<file path="config.mk">
export PLATFORM = sky130hd
export DESIGN_NAME = pipe_stage_reg
export DESIGN_NICKNAME = d
export VERILOG_FILES = /design/src/rtl/pipe_stage_reg.sv
export SDC_FILE = /design/constraint.sdc
export NUM_CORES = 1
export LEC_CHECK = 0
export BUFFER_PORTS_ARGS = -buffer_cell sky130_fd_sc_hd__buf_2
export CAP_MARGIN = 15
export CORE_UTILIZATION = 40
export DETAILED_ROUTE_END_ITERATION = 10
export PLACE_DENSITY = 0.71
export SETUP_SLACK_MARGIN = 0.2
export SLEW_MARGIN = 40
export SYNTH_ARGS = -nofsm -noshare
export SYNTH_HDL_FRONTEND = slang
export SYNTH_SLANG_ARGS = --single-unit
</file>
<file path="constraint.sdc">
create_clock -name clk -period 2.4 [get_ports clk]
set_input_delay 0.6 -clock clk [delete_from_list [all_inputs] [get_ports clk]]
set_output_delay 0.6 -clock clk [all_outputs]
set_load 0.05 [all_outputs]
</file>
<file path="src/rtl/pipe_stage_reg.sv">
`default_nettype none
// +--------------------------------------------------------------------------+
// | Module   : pipe_stage_reg                                                |
// | Purpose  : Handshaked pipeline stage register (valid/ready) carrying     |
// |            write-enable lanes and a payload, with synchronous flush.     |
// |            Define PIPE_SKID_EN to add a second (skid) entry, which gives  |
// |            full throughput with a registered in_ready.                   |
// | Revision : 1.0  initial release                                          |
// +--------------------------------------------------------------------------+
module pipe_stage_reg #(
   parameter int DATA_W = 32,
   parameter int WE_W   = 3
) (
   input  logic              clk,
   input  logic              rst,
   input  logic              flush,
   input  logic              in_valid,
   output logic              in_ready,
   input  logic [WE_W-1:0]   in_we,
   input  logic [DATA_W-1:0] in_payload,
   output logic              out_valid,
   input  logic              out_ready,
   output logic [WE_W-1:0]   out_we,
   output logic [DATA_W-1:0] out_payload,
   output logic [1:0]        occupancy
);

   // Main entry: always the head of the stage and the only thing driving the outputs.
   logic              m_valid, m_valid_nxt;
   logic [WE_W-1:0]   m_we, m_we_nxt;
   logic [DATA_W-1:0] m_payload, m_payload_nxt;
   logic [1:0]        occ_r, occ_nxt;
   logic              accept;
   logic              drain;

   assign accept = in_valid & in_ready;
   assign drain  = m_valid & out_ready;

`ifdef PIPE_SKID_EN
   // Skid entry: catches the one beat accepted while the main entry is stalled.
   logic              s_valid, s_valid_nxt;
   logic [WE_W-1:0]   s_we, s_we_nxt;
   logic [DATA_W-1:0] s_payload, s_payload_nxt;

   // in_ready comes straight from a flop, so out_ready never reaches it combinationally.
   assign in_ready = ~s_valid;

   // Next-state for main and skid; skid, when occupied, always refills main first.
   always_comb begin
      m_valid_nxt   = m_valid;
      m_we_nxt      = m_we;
      m_payload_nxt = m_payload;
      s_valid_nxt   = s_valid;
      s_we_nxt      = s_we;
      s_payload_nxt = s_payload;
      if (flush) begin
         m_valid_nxt = 1'b0;
         m_we_nxt    = '0;
         s_valid_nxt = 1'b0;
         s_we_nxt    = '0;
      end else if (s_valid) begin
         // Full: no accept possible; a drain promotes skid into main.
         if (drain) begin
            m_valid_nxt   = 1'b1;
            m_we_nxt      = s_we;
            m_payload_nxt = s_payload;
            s_valid_nxt   = 1'b0;
         end
      end else if (accept) begin
         if (m_valid && !out_ready) begin
            s_valid_nxt   = 1'b1;
            s_we_nxt      = in_we;
            s_payload_nxt = in_payload;
         end else begin
            m_valid_nxt   = 1'b1;
            m_we_nxt      = in_we;
            m_payload_nxt = in_payload;
         end
      end else if (drain) begin
         m_valid_nxt = 1'b0;
      end
   end

   // Skid entry registers; reset clears everything including payload.
   always_ff @(posedge clk) begin
      if (rst) begin
         s_valid   <= 1'b0;
         s_we      <= '0;
         s_payload <= '0;
      end else begin
         s_valid   <= s_valid_nxt;
         s_we      <= s_we_nxt;
         s_payload <= s_payload_nxt;
      end
   end

   assign occ_nxt = {1'b0, m_valid_nxt} + {1'b0, s_valid_nxt};
`else
   // Single entry: can take a new beat whenever the current one leaves or is absent.
   assign in_ready = out_ready | ~m_valid;

   // Next-state for the single main entry.
   always_comb begin
      m_valid_nxt   = m_valid;
      m_we_nxt      = m_we;
      m_payload_nxt = m_payload;
      if (flush) begin
         m_valid_nxt = 1'b0;
         m_we_nxt    = '0;
      end else if (accept) begin
         m_valid_nxt   = 1'b1;
         m_we_nxt      = in_we;
         m_payload_nxt = in_payload;
      end else if (drain) begin
         m_valid_nxt = 1'b0;
      end
   end

   assign occ_nxt = {1'b0, m_valid_nxt};
`endif

   // Main entry and occupancy registers; reset has priority over flush and handshakes.
   always_ff @(posedge clk) begin
      if (rst) begin
         m_valid   <= 1'b0;
         m_we      <= '0;
         m_payload <= '0;
         occ_r     <= 2'd0;
      end else begin
         m_valid   <= m_valid_nxt;
         m_we      <= m_we_nxt;
         m_payload <= m_payload_nxt;
         occ_r     <= occ_nxt;
      end
   end

   // A bubble carries no write enables, so it is an architectural NOP downstream.
   assign out_valid   = m_valid;
   assign out_we      = m_valid ? m_we : '0;
   assign out_payload = m_payload;
   assign occupancy   = occ_r;

endmodule
`default_nettype wire

</file>
==> impl_metrics.ini, run 1 <==
[setup_path]
worst_setup_path_end_kind = output port
cp.required_ns = 1.80
regToRegEndpoint = out_payload[20]
cp_slowest_stage_delay_ns = 0.39
crit_path_end = in_ready
worst_path_max_delay_cell = dfxtp_1
crit_fanout = 6
start_kind = flip-flop
critPathTopFamily = flip-flops
crit_start = occupancy[0]
path_class = flip-flop to output port
worst-r2r-cell-count = 4
regToRegSetupSlack_ns = 1.09
path_depth = 3
crit_path_cell_trace = nor2b_4, inv_2, buf_2
crit_buf_inv = 2
r2r_start = occupancy[0]
crit_arrival_ns = 1.09

[yosys]
synth_warnings = 0
synth_fp_nets = 211
synth_xor_area_frac = 0
synth_compound_area_frac = 0.2078
ys_top_cells_by_area = dfxtp_1, or3b_1, a21oi_1
syn_area_per_cell_um2 = 9.227
yosysMostFrequentCell = dfxtp_1
synth-async-reset-ratio = 0
ys_seq_area_frac = 0.4568
yosys.cell_types.count = 18
ys.flop_type = dfxtp_1
synth.top_cell.area_share = 0.4568
syn_area_um2 = 1578
synth_largest_area_cell = dfxtp_1
synth-simple-area-share = 0.2213
synth_edf_count = 0
synthCells = 171
synth.area.mux_share = 0.01903
synth_common_cells = dfxtp_1, a21oi_1, or3b_1
synth_fa_ha_area_frac = 0
synth_top_family_by_area = simple AND/OR/NAND/NOR gates
synth-seq-cells = 36

[detailed_routing]
wl_mm = 3.171
wl_met3_um = 258
dr.pass1.iters = 4
drtAntennaViolNets = 0
drc_errors = 0
top_layer = met4
vias = 1404
dr.first_iter.drc_count = 95
routedWlPerCell_um = 11.01
wl_met1_mm = 1.458
via_per_inst = 4.875
route.met2.wl_mm = 1.429

[clock_network]
cts_max_path_buffers = 2
cts_hold_buf = 0
cts_setup_buffers = 0
post_cts_resized = 0
clock_latency_ns = 0.28
cts_tree = done
clock-root-buffer = clkbuf_8
cts_inserted_buffers = 5
clkSlewWorstSetupHoldPaths_ns = 0.07
numClockSinks = 36
h-tree-depth = 2

[grt]
grt_pass1_vias = 1147
grt_pass1_wl_mm = 5.016
grt_usage = 0.1537
grt_max_degree = 65
overflow = 0
grt_antenna_before_repair = 0

[cells_and_area]
diodes = 0
finalNetCount = 279
fin_util = 0.5431
layout-drive-gt1-share = 0.3833
syn2layout_area_growth_pct = 27.91

[place]
hpwl_mm = 2.145
place.gp.congestion = 0.6253
numPortBuffers = 77

[worst_hold_path]
hold_class = flip-flop to flip-flop

[power_and_ir_drop]
powerDensity_nw_per_um2 = 646.5
worst_ir_drop_vdd_v = 0.0003482
leakage_uw = 0.0009197
power_uw = 1305

[sta]
period_share = 0.7060
hold_violations = 0
setup_viol = 0
finalSetupTns_ns = 0
fmax_mhz = 590.2
fin_skew_ns = 0.005385
drv_slew = 0
rsz0062_at_grt = no
fin_crit_ns = 1.694

[floorplanning]
fp.dieArea_um2 = 4200
rows = 22
die_h_um = 64.81
pin_count = 79
die_w_um = 64.81
initial_core_util = 0.4246
design.core.area_um2 = 3716

[flow_run]
cap_violations = 0

[status]
status = finished clean
[area by class of cell]
| type | count | area, µm² |
|---|---|---|
| Inverter | 1 | 3.754 |
| Sequential cell | 36 | 720.7 |
| Timing Repair Buffer | 81 | 427.9 |
| Tap cell | 48 | 60.06 |
| Fill cell | 376 | 1698 |
| Clock inverter | 2 | 10.01 |
| Clock buffer | 6 | 82.58 |
| Multi-Input combinational cell | 114 | 713.2 |
[power breakdown]
group | internal [µW] | switching [µW] | total (µW) | leakage (µW)
logic | 76.8 | 163 | 240 | 0.000575
clock network | 229 | 200 | 429 | 0.0000510
registers | 625 | 11.9 | 637 | 0.000294
[layer usage]
metal,up-vias,track usage
li1,736,-
met1,606,0.1933
met2,58,0.2383
met3,4,0.05458
met4,0,0.05833
met5,-,0
[worst min path at each step]
stage | startpoint | end | slack [ns] | cells after the start
floorplan | m_we[0] | m_we[0] | 0.43 | 2
global placement | m_we[2] | m_we[2] | 0.45 | 2
detailed placement | m_we[1] | m_we[1] | 0.46 | 2
CTS | m_we[1] | m_we[1] | 0.46 | 2
global route | m_we[2] | m_we[2] | 0.49 | 2
finish | m_we[2] | m_we[2] | 0.46 | 2
[flip-flops by register name, summed over array words and instances (netlist names)]
| signal | count |
|---|---|
| out_payload | 32 |
| m_we | 3 |
| occupancy | 1 |
[stage by stage]
step	cells	setup slack, ns	area, µm²	hold slack [ns]
after floorplan	171	0.5263	1578	0.4334
after global placement	280	0.7155	1926	0.4459
after detailed placement	280	0.7128	1926	0.4552
after CTS	288	0.6857	2018	0.4645
after global routing	288	0.6180	2018	0.4902
final	288	0.7057	2018	0.4612
[kinds of logic (layout without fill, tap and decap cells)]
logic type | after synthesis | count (layout)
compound gates | 65 | 65
mux | 3 | 3
simple gates | 45 | 45
other cells | 1 | 1
buf+inv | 21 | 90
flops | 36 | 36
[cells in the final DEF, fill, tap and decap left out, types with 2 or more instances in the layout]
| cell | n |
|---|---|
| buf_2 | 77 |
| nand2_1 | 7 |
| clkbuf_8 | 6 |
| and2_1 | 3 |
| o21ai_0 | 20 |
| clkinv_2 | 2 |
| buf_4 | 3 |
| o21ai_1 | 12 |
| dfxtp_1 | 36 |
| mux2i_1 | 3 |
| a21oi_1 | 32 |
| or3b_1 | 32 |
[worst register-to-register path, cell delays in order (launching register included)]
cell and delay [ns]:
dfxtp_1 0.34, nor2b_4 0.14, buf_4 0.21, or3b_1 0.42, a21oi_1 0.13
Note: power is estimated with default switching activity, not from simulation.
==> inputs of run 2 (changes only) <==
==> constraint.sdc (replaced) <==
create_clock -name clk -period 1.6 [get_ports clk]
set_input_delay 0.4 -clock clk [delete_from_list [all_inputs] [get_ports clk]]
set_output_delay 0.4 -clock clk [all_outputs]
set_load 0.05 [all_outputs]
==> run 2 against run 1 <==
Global-route usage rose by 1.1 points; highest routed layer unchanged; register-to-register slack got worse by 0.89 ns; critical path type is now flip-flop to flip-flop; cell count rose by 0.69%; design area rose by 5.7%; clock power rose by 55%.
==> impl_metrics.ini, run 2 (synthesis results as in run 1) <==
[detailed_routing]
wl_met1_mm = 1.714
routedWlPerCell_um = 12.77
vias = 1442
wl_mm = 3.703
drc_errors = 0
wl_met3_um = 272
dr.pass1.iters = 4
via_per_inst = 4.972
drtAntennaViolNets = 0
top_layer = met4
dr.first_iter.drc_count = 110
route.met2.wl_mm = 1.680

[clock_network]
h-tree-depth = 2
cts_max_path_buffers = 2
clock-root-buffer = clkbuf_8
clkSlewWorstSetupHoldPaths_ns = 0.07
cts_tree = done
cts_inserted_buffers = 5
numClockSinks = 36
clock_latency_ns = 0.29

[sta]
fin_skew_ns = 0.004449
setup_ws_ns = 0.2009
fmax_mhz = 714.8
setup_viol = 0
hold_violations = 0
finalSetupTns_ns = 0
rsz0062_at_grt = yes
drv_slew = 0
fin_crit_ns = 1.399
period_share = 0.8744

[cells_and_area]
multiInputGateArea_um2 = 737.0
mostFrequentLayoutCell = buf_2
finalNetCount = 281
ff_latch_area_um2 = 724.4
syn2layout_area_growth_pct = 35.21
layout-drive-gt1-share = 0.4215
diodes = 0
largest_reg_flops = 32
final_cell_mix = buf_2, dfxtp_1, or3b_1, a21oi_1, o21ai_0
fillers = 338

[power_and_ir_drop]
p_seq_frac = 0.477
combPwrFrac = 0.191
p_switching_uw = 593.1
p_int_uw = 1409
leakage_uw = 0.0009535
powerDensity_nw_per_um2 = 938.3
worst_ir_drop_vdd_v = 0.0005117
pwr-share-clk = 0.332
sw_frac_of_total = 0.2963

[setup_path]
start_kind = flip-flop
worst_path_max_delay_cell = or3b_4
crit_buf_inv = 2
cp_slowest_stage_delay_ns = 0.39
path_class = flip-flop to flip-flop
worst_setup_path_end_kind = flip-flop
critPathTopFamily = simple AND/OR/NAND/NOR gates
crit_fanout = 17
cp.required_ns = 1.82
crit_path_cell_trace = nor2b_4, buf_4, buf_16, or3b_4, a21oi_2
crit_arrival_ns = 1.62

[place]
place.gp.congestion = 0.6265
numPortBuffers = 77
hpwl_mm = 2.084
pre_cts_ws_ns = 0.1077

[floorplanning]
die_w_um = 64.81
fp.dieArea_um2 = 4200
pin_count = 79
die_h_um = 64.81
rows = 22
design.core.area_um2 = 3716
initial_core_util = 0.4246

[grt]
grt_pass1_wl_mm = 5.175
grt_pass1_vias = 1193
grt_usage = 0.1644
grt_antenna_before_repair = 0
grt_max_degree = 66
overflow = 0

[status]
status = finished clean

[worst_hold_path]
hold_class = input port to flip-flop

[flow_run]
cap_violations = 0
## run 2: changes by cell type in the layout (fill, tap and decap cells not counted)
cell	before	now
dfxtp_4	0	1
a21oi_1	32	27
dfxtp_1	36	35
buf_4	3	4
clkbuf_16	0	2
buf_16	0	1
buf_6	0	2
or3b_1	32	30
a21oi_2	0	5
buf_2	77	73
or3b_4	0	2
## run 2: through the flow
stage | total power [µW] | hold WS [ns] | instances | util | cell area (µm²)
floorplan | 1246 | 0.4334 | 171 | - | 1582
global placement | 1334 | 0.4451 | 279 | 0.5205 | 1934
detailed placement | 1337 | 0.4553 | 279 | 0.5205 | 1934
CTS | 2000 | 0.3551 | 288 | 0.5502 | 2044
global route | 2086 | 0.3707 | 290 | 0.5741 | 2133
finish | 2002 | 0.3588 | 290 | 0.5741 | 2133
## run 2: worst reg2reg max path, cell delays in order (launching register included)
cell     delay (ns)
dfxtp_4        0.36
nor2b_4        0.13
buf_4          0.16
buf_16         0.15
or3b_4         0.39
a21oi_2        0.14
## run 2: final cells by class
class,count,area share
sequential,36,0.3396
tap,48,0.02815
timing repair buffer,83,0.2416
clock inverter,2,0.004692
clock buffer,6,0.03871
multi-input combinational,114,0.3455
inverter,1,0.001760
## run 2: timing repair
action	4_1_cts	5_1_grt
resized for setup	4	10
hold buffers	0	0
endpoints found under the setup margin	4	34
setup buffers	1	0
pin swaps	0	6
gates cloned	0	2
## run 2: power by group through the flow
stage	clock network, µW	logic (µW)	registers (µW)
floorplan	0	138	1110
global placement	0	360	974
detailed placement	0	363	975
CTS	680	365	954
global route	719	408	959
finish	665	383	954
## run 2: final timing paths
check             slack, ns              end  cells after the start    startpoint
setup / recovery       0.20  out_payload[12]                      5  occupancy[0]
hold / removal         0.36          m_we[2]                      3      in_we[2]
setup reg to reg       0.20  out_payload[12]                      5  occupancy[0]
hold reg to reg        0.46          m_we[0]                      2       m_we[0]
## run 2: metal layers
layer / GRT usage / up-vias
met2: 0.2591 / 56
met1: 0.1913 / 639
met5: 0 / -
li1: - / 743
met4: 0.07500 / 0
met3: 0.07042 / 4
==> inputs of run 3 (changes only) <==
--- a/config.mk
+++ b/config.mk
@@ -7,6 +7,7 @@
 export LEC_CHECK = 0
 export BUFFER_PORTS_ARGS = -buffer_cell sky130_fd_sc_hd__buf_2
 export CAP_MARGIN = 15
+export CORE_MARGIN = 2
 export CORE_UTILIZATION = 40
 export DETAILED_ROUTE_END_ITERATION = 10
 export PLACE_DENSITY = 0.71
==> constraint.sdc (replaced) <==
create_clock -name clk -period 1.6 [get_ports clk]
set_input_delay 0.08 -clock clk [delete_from_list [all_inputs] [get_ports clk]]
set_output_delay 0.08 -clock clk [all_outputs]
set_load 0.05 [all_outputs]
==> run 3 against run 2 <==
Cell count grew 0.34%; highest routed layer unchanged; largest cell class is now registers; critical path depth decreased by 1; worst setup slack better by 0.062 ns; largest power group unchanged; first-iteration DRC count fell by 15%.
==> impl_metrics.ini, run 3 (synthesis results as in run 1) <==
[detailed_routing]
drtAntennaViolNets = 0
via_per_inst = 4.897
wl_mm = 3.539
drc_errors = 0
dr.pass1.iters = 4
vias = 1425
routedWlPerCell_um = 12.16
dr.first_iter.drc_count = 94

[clock_network]
clkSlewWorstSetupHoldPaths_ns = 0.07
cts_hold_buf = 0
cts_inserted_buffers = 5
numClockSinks = 36
clock-root-buffer = clkbuf_8
h-tree-depth = 2
cts_max_path_buffers = 2
clock_latency_ns = 0.28
cts_tree = done

[floorplanning]
fp.dieArea_um2 = 4463
die_h_um = 66.81
die_w_um = 66.81
initial_core_util = 0.4246
rows = 22
design.core.area_um2 = 3716
pin_count = 79

[power_and_ir_drop]
sw_frac_of_total = 0.2895
pwr-share-clk = 0.329
p_int_uw = 1400
p_switching_uw = 570.4
leakage_uw = 0.0009465
p_seq_frac = 0.484
powerDensity_nw_per_um2 = 946.4
worst_ir_drop_vdd_v = 0.0004344
combPwrFrac = 0.187

[setup_path]
worst_setup_path_end_kind = output port
crit_arrival_ns = 1.26
cp.required_ns = 1.52
start_kind = flip-flop
crit_fanout = 6
path_class = flip-flop to output port

[grt]
grt_antenna_before_repair = 0
grt_usage = 0.1475
overflow = 0
grt_pass1_wl_mm = 4.995
grt_pass1_vias = 1174
grt_max_degree = 65

[cells_and_area]
final_cell_mix = buf_2, dfxtp_1, or3b_1, a21oi_1, o21ai_0
finalNetCount = 282
largest_reg_flops = 32
mostFrequentLayoutCell = buf_2
final_cells = 291
layout-drive-gt1-share = 0.3951
diodes = 0
syn2layout_area_growth_pct = 31.96

[status]
status = finished clean

[sta]
slew_headroom = 0.6540
setup_viol = 0
worstMarginPinSlew_ns = 0.5190
finalSetupTns_ns = 0
rsz0062_at_grt = no
fin_skew_ns = 0.004272
hold_violations = 0
fin_crit_ns = 1.337
period_share = 0.8356
fmax_mhz = 747.9
drv_slew = 0

[flow_run]
cap_violations = 0

[place]
place.gp.congestion = 0.6974
numPortBuffers = 77
hpwl_mm = 2.156
placed_cells = 280

[worst_hold_path]
hold_class = input port to flip-flop
[run 3: changes by cell type in the layout (fill, tap and decap cells not counted)]
cell / previous run / this run
buf_16: 1 / 0
or3b_1: 30 / 32
or3b_4: 2 / 0
buf_6: 2 / 0
clkbuf_4: 0 / 1
buf_2: 73 / 76
a21oi_1: 27 / 32
a21oi_2: 5 / 0
[run 3: worst paths after layout]
kind | startpoint | end | slack (ns) | depth (start not counted)
setup / recovery | occupancy[0] | in_ready | 0.26 | 4
hold / removal | in_we[2] | m_we[2] | 0.05 | 3
setup reg to reg | occupancy[0] | out_payload[31] | 0.30 | 4
hold reg to reg | m_we[2] | m_we[2] | 0.47 | 2
[run 3: worst max-delay path, stage by stage, from the launching register on]
cell      delay (ns)
dfxtp_4         0.36
nor2b_4         0.26
buf_12          0.14
inv_2           0.03
clkbuf_4        0.20
[run 3: stage by stage]
| stage | util | area [µm²] | worst slack (ns) | hold WS [ns] | power, µW |
|---|---|---|---|---|---|
| 6_report | 0.5603 | 2082 | 0.2630 | 0.04648 | 1970 |
| 5_1_grt | 0.5603 | 2082 | 0.2032 | 0.04661 | 2073 |
| 4_1_cts | 0.5441 | 2022 | 0.2551 | 0.03653 | 1990 |
| 3_5_place_dp | 0.5192 | 1929 | 0.3410 | 0.3363 | 1334 |
| 3_3_place_gp | 0.5192 | 1929 | 0.3719 | 0.3330 | 1332 |
| 2_1_floorplan | - | 1582 | 0.2126 | 0.2034 | 1246 |
[run 3: final cells by class]
cell class	count	area (µm²)
inverter	1	3.754
tap	48	60.06
clock buffer	6	82.58
clock inverter	2	10.01
timing repair buffer	84	488.0
multi-input combinational	114	713.2
sequential	36	724.4
fill	371	1634
[run 3: repair_timing]
action / 4_1_cts / 5_1_grt
setup endpoints to repair: 0 / 1
gates resized for setup: 0 / 1
buffers inserted: 0 / 1
[run 3: layer usage]
| metal | up-vias | global-route usage | part of all wire | wire [µm] |
|---|---|---|---|---|
| li1 | 752 | - | - | - |
| met1 | 611 | 0.1845 | 0.45 | 1605 |
| met2 | 57 | 0.2350 | 0.44 | 1574 |
| met3 | 5 | 0.03885 | 0.090 | 319 |
| met4 | 0 | 0.06888 | 0.011 | 40 |
| met5 | - | 0 | 0 | 0 |
[run 3: power groups by stage]
stage / logic [µW] / registers [µW] / clock network [µW]
after global placement: 359 / 973 / 0
after floorplan: 138 / 1110 / 0
after global routing: 395 / 958 / 719
after CTS: 361 / 954 / 675
after detailed placement: 360 / 974 / 0
final: 369 / 954 / 648
